$ cat config.mk
export PLATFORM = sky130hd
export DESIGN_NAME = tpu_seq_ctrl
export DESIGN_NICKNAME = d
export VERILOG_FILES = /design/src/rtl/tpu_pkg.sv /design/src/rtl/tpu_addr_decode.sv /design/src/rtl/tpu_seq_ctrl.sv
export SDC_FILE = /design/constraint.sdc
export NUM_CORES = 1
export LEC_CHECK = 0
export CELL_PAD_IN_SITES_DETAIL_PLACEMENT = 1
export CELL_PAD_IN_SITES_GLOBAL_PLACEMENT = 1
export CORE_ASPECT_RATIO = 0.9
export CORE_MARGIN = 3
export CORE_UTILIZATION = 24
export CTS_BUF_LIST = sky130_fd_sc_hd__clkbuf_2
export DETAILED_ROUTE_END_ITERATION = 6
export GPL_ROUTABILITY_DRIVEN = 0
export PLACE_DENSITY = 0.91
export SLEW_MARGIN = 40
export SYNTH_ARGS = -nofsm -noshare
export SYNTH_HDL_FRONTEND = slang
export SYNTH_SLANG_ARGS = --single-unit
$ cat constraint.sdc
create_clock -name clk -period 2.2 [get_ports clk]
set_input_delay 0.44 -clock clk [delete_from_list [all_inputs] [get_ports clk]]
set_output_delay 0.44 -clock clk [all_outputs]
set_load 0.1 [all_outputs]
$ cat src/rtl/tpu_pkg.sv
// Shared definitions for the TPU host sequencer.
// Holds the host address map, the STATUS/CMD bit positions, the
// sequencer state encoding and the decoded-region encoding used by the
// address decoder.
package tpu_pkg;

    // Host address map (byte addresses, 8-byte words)
    localparam logic [15:0] A_BASE    = 16'h0100;
    localparam logic [15:0] B_BASE    = 16'h0200;
    localparam logic [15:0] C_BASE    = 16'h0300;
    localparam logic [15:0] CMD_ADDR  = 16'h0400;
    localparam logic [15:0] STAT_ADDR = 16'h0408;

    // STATUS read bits
    localparam int ST_BUSY = 0;
    localparam int ST_DONE = 1;
    localparam int ST_ERR  = 2;

    // CMD write bits
    localparam int CMD_START   = 0;
    localparam int CMD_ERR_CLR = 1;

    typedef enum logic [1:0] {
        IDLE = 2'd0,
        RUN  = 2'd1,
        DONE = 2'd2
    } state_e;

    typedef enum logic [2:0] {
        RG_NONE = 3'd0,
        RG_A    = 3'd1,
        RG_B    = 3'd2,
        RG_C    = 3'd3,
        RG_CMD  = 3'd4,
        RG_STAT = 3'd5
    } region_e;

endpackage

$ cat src/rtl/tpu_addr_decode.sv
// Combinational host address decoder.
// Ports:
//   addr   - host byte address
//   region - which register window the address hits (RG_NONE if unmapped)
//   row    - row index inside the A/B (8-byte rows) or C (16-byte rows) window
//   hi     - for C accesses, 1 selects the upper 64-bit half of the row
// Only 8-byte aligned addresses decode; anything else is unmapped.
module tpu_addr_decode
    import tpu_pkg::*;
#(
    parameter int ADDRW = 16,
    parameter int DIM   = 8
) (
    input  logic [ADDRW-1:0]         addr,
    output region_e                  region,
    output logic [$clog2(DIM)-1:0]   row,
    output logic                     hi
);

    localparam int RW = $clog2(DIM);

    // Window bounds; the bases are aligned to their window size, so the row
    // index can be taken straight from the address bits.
    localparam logic [ADDRW-1:0] A_LO = ADDRW'(A_BASE);
    localparam logic [ADDRW-1:0] A_HI = ADDRW'(32'(A_BASE) + DIM * 8);
    localparam logic [ADDRW-1:0] B_LO = ADDRW'(B_BASE);
    localparam logic [ADDRW-1:0] B_HI = ADDRW'(32'(B_BASE) + DIM * 8);
    localparam logic [ADDRW-1:0] C_LO = ADDRW'(C_BASE);
    localparam logic [ADDRW-1:0] C_HI = ADDRW'(32'(C_BASE) + DIM * 16);

    always_comb begin
        region = RG_NONE;
        row    = '0;
        hi     = 1'b0;
        if (addr[2:0] == 3'b000) begin
            if (addr >= A_LO && addr < A_HI) begin
                region = RG_A;
                row    = addr[3 +: RW];
            end else if (addr >= B_LO && addr < B_HI) begin
                region = RG_B;
                row    = addr[3 +: RW];
            end else if (addr >= C_LO && addr < C_HI) begin
                region = RG_C;
                row    = addr[4 +: RW];
                hi     = addr[3];
            end else if (addr == ADDRW'(CMD_ADDR)) begin
                region = RG_CMD;
            end else if (addr == ADDRW'(STAT_ADDR)) begin
                region = RG_STAT;
            end
        end
    end

endmodule

$ cat src/rtl/tpu_seq_ctrl.sv
// Host-facing sequencer for the TPU matrix-multiply datapath.
// Ports:
//   clk, rst_n        - clock; synchronous reset, active HIGH despite the name
//   req, r_w, addr    - one-cycle host access strobe, 1 = write, byte address
//   dataIn, dataOut   - host write data; registered read data (1-cycle latency)
//   a_wr_en, b_wr_en  - row write strobes into memA / memB, row = ab_row
//   feed_en, sa_en    - operand shift and MAC enables, high for the whole pass
//   sa_wr_en, sa_crow - C row load strobe and C row select (0 when no C access)
//   cin_row           - {dataIn, held low half} for C row loads
//   cout_row          - C row contents for row sa_crow
//   busy              - compute pass in progress
//   state_dbg         - current sequencer state, for observation only
// Host handshake: req is a single-cycle strobe with no back-pressure; writes
// take effect on that cycle, read data appears on dataOut after the next edge
// and is held until the next accepted read.
module tpu_seq_ctrl
    import tpu_pkg::*;
#(
    parameter int BITS_AB = 8,
    parameter int BITS_C  = 16,
    parameter int DIM     = 8,
    parameter int ADDRW   = 16,
    parameter int DATAW   = 64,
    parameter int CYCLES  = 3 * DIM - 2
) (
    input  logic                      clk,
    input  logic                      rst_n,
    input  logic                      req,
    input  logic                      r_w,
    input  logic [ADDRW-1:0]          addr,
    input  logic [DATAW-1:0]          dataIn,
    output logic [DATAW-1:0]          dataOut,
    output logic                      a_wr_en,
    output logic                      b_wr_en,
    output logic [$clog2(DIM)-1:0]    ab_row,
    output logic                      feed_en,
    output logic                      sa_en,
    output logic                      sa_wr_en,
    output logic [$clog2(DIM)-1:0]    sa_crow,
    output logic [DIM*BITS_C-1:0]     cin_row,
    input  logic [DIM*BITS_C-1:0]     cout_row,
    output logic                      busy,
    output logic [1:0]                state_dbg
);

    localparam int RW   = $clog2(DIM);
    localparam int CNTW = $clog2(CYCLES);
    localparam logic [CNTW-1:0] CNT_LAST = CNTW'(CYCLES - 1);

    state_e            state, state_nxt;
    logic [CNTW-1:0]   cnt;
    logic              err;
    logic [DATAW-1:0]  lo;

    region_e           region;
    logic [RW-1:0]     row;
    logic              hi;

    logic              wr, rd, mem_acc, blocked, start, err_clr, err_set;
    logic [DATAW-1:0]  stat_word;

    tpu_addr_decode #(.ADDRW(ADDRW), .DIM(DIM)) u_dec (
        .addr   (addr),
        .region (region),
        .row    (row),
        .hi     (hi)
    );

    assign busy      = (state == RUN);
    assign state_dbg = state;
    assign wr        = req & r_w;
    assign rd        = req & ~r_w;
    assign mem_acc   = (region == RG_A) || (region == RG_B) || (region == RG_C);
    // Operand/accumulator accesses collide with the running pass
    assign blocked   = req & mem_acc & busy;
    assign start     = wr & (region == RG_CMD) & dataIn[CMD_START];
    assign err_clr   = wr & (region == RG_CMD) & dataIn[CMD_ERR_CLR];
    assign err_set   = blocked | (start & busy);
    assign cin_row   = {dataIn, lo};
    assign ab_row    = row;

    always_comb begin
        stat_word          = '0;
        stat_word[ST_BUSY] = busy;
        stat_word[ST_DONE] = (state == DONE);
        stat_word[ST_ERR]  = err;
    end

    // Next state and pass enables
    always_comb begin
        state_nxt = state;
        feed_en   = 1'b0;
        sa_en     = 1'b0;
        case (state)
            IDLE, DONE: begin
                if (start) state_nxt = RUN;
            end
            RUN: begin
                feed_en = 1'b1;
                sa_en   = 1'b1;
                if (cnt == CNT_LAST) state_nxt = DONE;
            end
            default: state_nxt = IDLE;
        endcase
    end

    // Host-side strobes, all gated off while a pass is running
    always_comb begin
        a_wr_en  = 1'b0;
        b_wr_en  = 1'b0;
        sa_wr_en = 1'b0;
        sa_crow  = '0;
        if (req && !busy) begin
            a_wr_en  = r_w && (region == RG_A);
            b_wr_en  = r_w && (region == RG_B);
            sa_wr_en = r_w && (region == RG_C) && hi;
            if (region == RG_C) sa_crow = row;
        end
    end

    always_ff @(posedge clk) begin
        if (rst_n) begin
            state   <= IDLE;
            cnt     <= '0;
            err     <= 1'b0;
            lo      <= '0;
            dataOut <= '0;
        end else begin
            state <= state_nxt;
            cnt   <= (busy && cnt != CNT_LAST) ? cnt + 1'b1 : '0;
            // A set in the same cycle as a clear wins, so no error is lost
            err   <= (err & ~err_clr) | err_set;
            if (wr && !busy && region == RG_C && !hi) lo <= dataIn;
            if (rd && !blocked) begin
                case (region)
                    RG_C:    dataOut <= hi ? cout_row[DATAW +: DATAW] : cout_row[0 +: DATAW];
                    RG_STAT: dataOut <= stat_word;
                    default: dataOut <= '0;
                endcase
            end
        end
    end

endmodule

# Word level (Yosys, flattened, before mapping)
# Index checks and enable logic that the tools add are counted.
[word_totals]
wordCells = 87
reg_bits = 136
[classes]
mux = 25
addsub = 1
eq_ne = 13
order_cmp = 6
n_bitwise = 14
reduce_logical = 23
[op_table]
columns = ["op", "n"]
rows = [
  ["one-hot mux 64 bit (2 select lines)", 1],
  ["two-way mux 64 bit", 1],
  ["two-way mux 3 bit", 12],
  ["== test 16 x 11 -> 1 bit (second input constant)", 2],
  [">= comparator 16 x 10 -> 1 bit (second input constant)", 2],
  ["less-than comparator 16 x 10 -> 1 bit (second input constant)", 2],
  [">= comparator 16 x 9 -> 1 bit (second input constant)", 1],
  ["less-than comparator 16 x 9 -> 1 bit (second input constant)", 1],
  ["logical AND 1 bit", 13],
  ["AND 1 bit", 9],
  ["two-way mux 1 bit", 8],
  ["== test 3 x 2 -> 1 bit (second input constant)", 2],
  ["== test 3 bit (second input constant)", 2],
  ["adder 5 x 1 -> 5 bit (second input constant)", 1],
  ["== test 5 bit (second input constant)", 1],
  ["!= test 5 bit (second input constant)", 1],
  ["two-way mux 2 bit", 2],
  ["one-hot mux 2 bit (2 select lines)", 1],
  ["OR reduction 2 bit", 2],
  ["== test 3 x 1 -> 1 bit (second input constant)", 1],
  ["zero test 1 bit", 3],
  ["zero test 3 bit", 1],
  ["NOT 1 bit", 3],
  ["== test 2 x 1 -> 1 bit (second input constant)", 1],
  ["7 further kinds", 9],
]

# Logic depth before layout (Yosys ltp)
# Gate-level depths: netlist (run 1).
[logic_depth]
ltp_word = 14
mapped_depth = 9

# Modules after synthesis
# A second synthesis (run 1) with hierarchy kept.
[hier_totals]
hier_cells = 726
hier_area_um2 = 6050.8
[by_module_without_submodules]
columns = ["module", "cells_per_inst", "n_inst", "area_each_um2", "seq_area_each_um2"]
rows = [
  ["tpu_seq_ctrl", 702, 1, 5878.1, 2722.6],
  ["tpu_addr_decode", 24, 1, 172.7, 0.0],
]

# Least setup slack after synthesis (run 1)
# Ideal clock, no wire load.
[synth_timing]
kind = "reg2out"
from = "reg state[1], in the netlist state_dbg[1]"
to = "out a_wr_en"
stages_incl_launch_ff = 6
path_slack_ps = -2747
arrival_time_ps = 4507
path_cell_list = "dfxtp_1 -> inv_1 -> nand2_1 -> nand3_1 -> nand2b_1 -> nor4_1"
[synth_via]
elab_chain_cells = 4
[synth_rtl]
columns = ["item", "line", "text"]
rows = [
  ["start, declared", "tpu_seq_ctrl.sv:50", "state_e state, state_nxt;"],
  ["start signal, assigned", "tpu_seq_ctrl.sv:129", "state <= state_nxt;"],
  ["== test 2 x 1 -> 1 bit", "tpu_seq_ctrl.sv:69", "assign busy = (state == RUN);"],
  ["zero test 1 bit", "tpu_seq_ctrl.sv:113", "if (req && !busy) begin"],
  ["logical AND 1 bit", "tpu_seq_ctrl.sv:113", ""],
  ["two-way mux 1 bit", "tpu_seq_ctrl.sv:113", ""],
  ["end, declared", "tpu_seq_ctrl.sv:33", "output logic a_wr_en,"],
]
# No other way between the ends.

# Worst setup path in the final report (run 1)
[layout_timing]
from = "in addr[14]"
to = "out sa_crow[1]"
[layout_via]
elab_chain_cells = 10
elab_cells_between_ends = 24
cone_classes = "order compare (6); eq/ne (3); mux (12); reduce/logical (3)"
[layout_rtl]
columns = ["item", "line", "text"]
rows = [
  ["start, declared", "tpu_seq_ctrl.sv:30", "input logic [ADDRW-1:0] addr,"],
  ["parallel branches: the longest is 8 deep, another holds >= comparator 16 x 10 -> 1 bit", "--", ""],
  ["two-way mux 3 bit (*)", "tpu_seq_ctrl.sv:117", "if (region == RG_C) sa_crow = row;"],
  ["two-way mux 3 bit (*)", "tpu_seq_ctrl.sv:113", ""],
  ["end, declared", "tpu_seq_ctrl.sv:39", "output logic [$clog2(DIM)-1:0] sa_crow,"],
]
# Every way passes the cells marked *.

==> metrics.yaml, run 1 <==
layout_min_cycle_time_ns: 2.67
cts_tree: "yes"
clkTransAtPathRegs_ns: 0.26
status: "finished with violations"
die_h_um: 165
tightest_slew_ns: 0.720
critPathBufInv: 2
crit_slowest_cell: "or4_4"
rsz0062_at_grt: "true"
synth.distinct_cells: 49
numCtsBuffers: 17
worstSetupPathType: "in2out"
synth_seq_cells: 136
violations: "negative setup slack"
max_cap_viol_count: 0
via_per_inst: 4.85
fmaxAchievable_ghz: 0.375
synth_flop_cell: "dfxtp_1"
placed_area_um2: 11500
multiInputGateArea_um2: 3300
die-area_um2: 30200
tns_ns: -4.89
setup_viol: 47
fill_cells: 3109
grt_pass1_wl_um: 46800
async_flop_share_pct: 0
cpLargestDelayFamily: "simple AND/OR/NAND/NOR gates"
crit_top_cell: "nor2_4"
seq_area_frac_synth_pct: 40.3
hold_viol_final: 0
critPathRequiredTime_ns: 1.76
path_cells: "clkdlybuf4s15_1 -> or4_4 -> nor2_4 -> and4b_2 -> a22oi_2 -> nor2_4 -> and4_4 -> buf_12"
port_buffers: 417
syn_area_per_cell_um2: 8.34
final_area_um2: 12000
wl_per_cell_um: 20.5
synthCells: 809
hold_path.class: "in2reg"
num_rows: 57
startpoint_type: "primary input"
grt_pass1_vias: 8130
power_density_nw_per_um2: 448
synth_top_area_share_pct: 40.3
r2r_slack_ns: 0.33
ios: 418
drtAntennaViolNets: 0
max-clock-path-buffers: 2
cts_htree_levels: 4
route.vias.total: 7536
start_util_pct: 24.7
synth_top_area_cell: "dfxtp_1"
coreArea_um2: 27300
synth_warnings: 0
cts_num_sinks: 136
fin_cells: 1555
dr.pass1.iters: 4
nets: 1398
syn-num-nets: 1023
regArea_um2: 2730
grt_max_degree: 65
critPathMaxFanout: 3
synth.area.top_cells: "dfxtp_1 40%, mux2_2 10%, a21oi_1 9.6%, buf_4 7.3%, nand2_1 7.3%"
insertion_delay_ns: 0.70
drive_above_1_share_pct: 35.3
wl_um: 31900
max_slew_margin_pct: 52.0
cts_root_buffer: "clkbuf_2"
grt_use_total_pct: 19.8
worstPathArrival_ns: 2.23
fin_crit_sh_pct: 121
maxSlewViolCount: 0
drt_iter0_drc: 304
ir_worst_vdd_uv: 252
end_kind: "output port"
cpPeakStageDelay_ns: 0.46
gr-total-overflow: 0
hold_slack_ns: 0.361
area_delta_synth_final_pct: 78.5
fin_worst_skew_ns: 0.0518
place_ws_ns: -0.811
p_leak_uw: 0.00464
post-place-cells: 1495
synthesis.area_um2: 6750
synth_edf_count: 0
layout_setup_ws_ns: -0.466
dieWidth_um: 183
drc: 0
post-dp-hpwl_um: 24600
antenna_found_initial: 4
==> metal layers <==
metal | track usage, % | part of all wire, % | up-vias
met5 | 0 | 0 | -
met4 | 7.48 | 3.0 | 0
met3 | 4.95 | 6.9 | 53
met2 | 36.9 | 52 | 350
met1 | 21.7 | 38 | 3589
li1 | - | - | 3544
==> placed cells by master (no fill, tap or decap), drive strengths merged, types with 2 or more instances in the layout <==
master,count
buf,286
clkdlybuf4s50,196
dfxtp,136
nand2,131
a21oi,129
nand4,63
o21ai,63
mux2,61
clkbuf,19
nor2,14
nor3,12
nand3,9
inv,7
clkinvlp,5
dlygate4sd2,5
and4,5
clkinv,5
diode,4
clkdlybuf4s15,4
nand2b,4
xor2,3
a22oi,3
mux2i,3
nor4,3
nor3b,2
o22ai,2
ha,2
or3,2
and2,2
==> cell type report <==
| class | count | share of cell area, % |
|---|---|---|
| clock buffer | 19 | 0.789 |
| clock inverter | 13 | 1.02 |
| tap | 354 | 3.68 |
| multi-input combinational | 532 | 27.4 |
| timing repair buffer | 492 | 44.2 |
| sequential | 136 | 22.7 |
| inverter | 5 | 0.208 |
| antenna | 4 | 0.0831 |
==> final timing paths <==
| path | from | end | cells after the start |
|---|---|---|---|
| min | dataIn[51] | lo[51]$_SDFFE_PP0P_ | 3 |
| max | addr[14] | sa_crow[1] | 8 |
| max reg2reg | state_dbg[1]$_SDFFE_PP0P_ | lo[45]$_SDFFE_PP0P_ | 9 |
| min reg2reg | lo[49]$_SDFFE_PP0P_ | lo[49]$_SDFFE_PP0P_ | 2 |
==> state kept, by name, summed over array words and instances, names as in the netlist <==
signal	flops
lo	64
cnt	5
state_dbg	2
dataOut	64
err	1
==> logic make-up after synthesis <==
group	count (synthesis)	synth area share (%)
XOR/XNOR	4	0.519
adder cells (fa/ha/maj)	2	0.371
flip-flops	136	40.3
AO/OA/AOI/OAI	207	16.1
buffers and inverters	141	13.4
AND/OR/NAND/NOR	255	18.6
multiplexers	64	10.6
==> timing repair <==
action	4_1_cts	5_1_grt
buffers inserted	17	11
endpoints found under the hold margin	3	0
gates resized for setup	62	7
pin swaps	15	13
hold buffers	1	0
setup endpoints to repair	12	12
==> synth_stat cells, types with 4 or more instances <==
cell type,instances
inv_1,4
dfxtp_1,136
nand2b_1,4
nor3_1,11
buf_6,14
buf_1,4
clkbuf_1,33
o21ai_0,11
nand4_1,63
mux2_2,61
buf_4,66
nand3_1,9
nand2_1,131
buf_2,19
and4_1,5
nor2_1,13
a21oi_1,129
o21ai_1,52
==> stage by stage <==
stage	power [µW]	util (%)
global route	5640	44.1
global placement	3930	42.2
floorplan	3230	-
finish	5400	44.1
detailed placement	3950	42.2
CTS	5500	43.8
==> worst register-to-register path: stages, from the launching register on <==
cell	delay, ns
dfxtp_4	0.41
inv_4	0.04
nand2_4	0.09
nand3_4	0.09
buf_6	0.13
buf_4	0.12
nor3b_2	0.27
buf_12	0.29
nand2_1	0.20
a21oi_1	0.17
==> power by group <==
group	leakage (µW)	total, µW	internal (µW)	switching [µW]
clock	0.000127	1480	425	1060
combinational	0.00342	1440	653	788
sequential	0.00110	2470	2470	1.13
(Power assumes the default switching activity.)
==> inputs of run 2 (changes only) <==
- ABC_AREA: default -> 1
- CTS_BUF_LIST: sky130_fd_sc_hd__clkbuf_2 -> default
- PLACE_DENSITY: 0.91 -> 0.9
==> metrics.yaml, run 2 <==
status: "finished with violations"
violations: "negative setup slack"
dr.pass1.iters: 6
antenna_found_initial: 4
area_delta_synth_final_pct: 71.3
critPathBufInv: 3
holdBufCountCts: 0
synthMuxAreaShare_pct: 0
dieWidth_um: 201
setup_viol: 5
drc: 0
num_rows: 63
synth_compound_area_share_pct: 8.60
synth_flop_cell: "dfxtp_1"
synth.distinct_cells: 32
regArea_um2: 2730
synth.area.top_cells: "dfxtp_1 33%, nand2_1 17%, inv_1 14%, nor2_1 8.2%, buf_4 6.7%"
cpPeakStageDelay_ns: 0.26
hold_path.class: "reg2reg"
async_flop_share_pct: 0
place_ws_ns: -0.584
cpLargestDelayFamily: "simple AND/OR/NAND/NOR gates"
cts_htree_levels: 4
synthCells: 1394
path_cells: "buf_2 -> nor2_4 -> nand2_4 -> nor2_4 -> o21ai_4 -> nor2_4 -> nand2_2 -> inv_2 -> nand3_4 -> nor3b_4 -> buf_12"
synth_warnings: 0
synth_top_area_share_pct: 33.0
drtAntennaViolNets: 0
max_slew_margin_pct: 77.5
die_h_um: 182
gr-total-overflow: 0
grt_use_total_pct: 19.0
maxSlewViolCount: 0
ir_worst_vdd_uv: 458
reg_top3: "dataOut x64, lo x64, cnt x5"
fill_cells: 4279
power_density_nw_per_um2: 541
drive_above_1_share_pct: 22.6
grt_pass1_wl_um: 55600
cts_tree: "yes"
die-area_um2: 36600
clkTransAtPathRegs_ns: 0.06
critPathRequiredTime_ns: 1.76
ys_top_cells_by_count: "374 x nand2_1, 318 x inv_1, 180 x nor2_1"
fmaxAchievable_ghz: 0.425
insertion_delay_ns: 0.42
max-clock-path-buffers: 2
synth_top_area_cell: "dfxtp_1"
crit_top_cell: "nor2_4"
post-dp-hpwl_um: 28900
drt_iter0_drc: 271
coreArea_um2: 33400
syn_area_per_cell_um2: 5.91
syn-num-nets: 1608
synth_xor_area_share_pct: 0.106
layout_min_cycle_time_ns: 2.35
tns_ns: -0.492
wl_per_cell_um: 16.2
synthAdderAreaFrac_pct: 0.304
start_util_pct: 24.6
fin_worst_skew_ns: 0.0108
hold_viol_final: 0
tightest_slew_ns: 0.336
nets: 1986
fin_crit_sh_pct: 107
via_per_inst: 4.28
max_cap_viol_count: 0
crit_slowest_cell: "nor3b_4"
grt_pass1_vias: 10100
numCtsBuffers: 17
wl_um: 36300
synth_seq_cells: 136
synth_simple_gate_area_share_pct: 32.3
synth_top_family_by_area: "simple AND/OR/NAND/NOR gates"
worstSetupPathType: "in2out"
rsz0062_at_grt: "true"
multiInputGateArea_um2: 3690
worstPathArrival_ns: 1.91
finalPower_uw: 7630
end_kind: "output port"
port_buffers: 417
route.vias.total: 9594
layout_setup_ws_ns: -0.154
startpoint_type: "primary input"
cts_root_buffer: "clkbuf_16"
r2r_slack_ns: 0.43
synth_edf_count: 0
cts_num_sinks: 136
seq_area_frac_synth_pct: 33.0
critPathMaxFanout: 4
final_cell_mix: "362 x nand2_1, 311 x inv_1, 195 x buf_4, 194 x clkdlybuf4s50_1, 165 x nor2_1"
p_leak_uw: 0.00705
synthesis.area_um2: 8240
final_common_cell: "nand2_1"
ios: 418
synth_most_common_cell: "nand2_1"
grt_max_degree: 72
hold_slack_ns: 0.480
[run 2: changes by cell type after synthesis, sizes merged, moves of 12 or more]
| cell | change |
|---|---|
| inv | +320 |
| nand2 | +247 |
| nor2 | +173 |
| a21oi | -75 |
| mux2 | -61 |
| nand4 | -53 |
| nand3 | +50 |
| o21ai | +19 |
| or2 | +12 |
[run 2: area by class of cell]
class / count / area share [%]
clock inverter: 11 / 0.700
antenna: 3 / 0.0532
timing repair buffer: 496 / 37.7
multi-input combinational: 796 / 26.1
inverter: 325 / 8.72
tap: 455 / 4.03
clock buffer: 20 / 3.32
sequential: 136 / 19.3
[run 2: per-stage QoR]
stage,utilization [%],instances,instance area (µm²)
5_1_grt,42.2,2242,14100
4_1_cts,42.0,2233,14000
6_report,42.2,2242,14100
3_3_place_gp,39.9,2192,13300
2_1_floorplan,-,1394,8370
3_5_place_dp,39.9,2192,13300
[run 2: worst paths after layout]
check	from	to	depth (start not counted)
setup / recovery	addr[14]	sa_wr_en	11
hold reg to reg	dataOut[38]$_SDFFE_PP0P_	dataOut[38]$_SDFFE_PP0P_	2
hold / removal	dataOut[38]$_SDFFE_PP0P_	dataOut[38]$_SDFFE_PP0P_	2
setup reg to reg	state_dbg[0]$_SDFFE_PP0P_	lo[30]$_SDFFE_PP0P_	11
[run 2: logic make-up (layout without fill, tap and decap cells)]
| group | count (synthesis) | in the layout |
|---|---|---|
| simple gates | 654 | 654 |
| buf+inv | 462 | 852 |
| compound gates | 139 | 139 |
| flops | 136 | 136 |
| fa+ha+maj | 2 | 2 |
| xor+xnor | 1 | 1 |
| other cells | 0 | 3 |
[run 2: timing repair]
| item | CTS | global route |
|---|---|---|
| buffers inserted | 10 | 6 |
| endpoints found under the setup margin | 111 | 19 |
| resized for setup | 90 | 16 |
| pin swaps | 29 | 18 |
[run 2: layer usage]
| layer | up-vias | GRT usage, % | wire [µm] |
|---|---|---|---|
| met2 | 342 | 35.3 | 18800 |
| met4 | 0 | 6.72 | 1180 |
| met1 | 4443 | 20.4 | 13700 |
| li1 | 4754 | - | - |
| met3 | 55 | 5.97 | 2620 |
| met5 | - | 0 | 0 |
[run 2: worst register-to-register path, stage by stage (launching register included)]
cell	delay (ns)
dfxtp_4	0.34
inv_1	0.12
nor2_4	0.06
nor2_2	0.11
buf_4	0.13
buf_4	0.12
nand3_4	0.21
buf_4	0.27
buf_4	0.15
nand2_1	0.07
inv_1	0.05
nor2_1	0.09
[run 2: report_power, final]
| part | switching (µW) | leakage [µW] | internal, µW |
|---|---|---|---|
| clock network | 1140 | 0.000273 | 1640 |
| logic | 1450 | 0.00567 | 836 |
| registers | 38.2 | 0.00111 | 2530 |
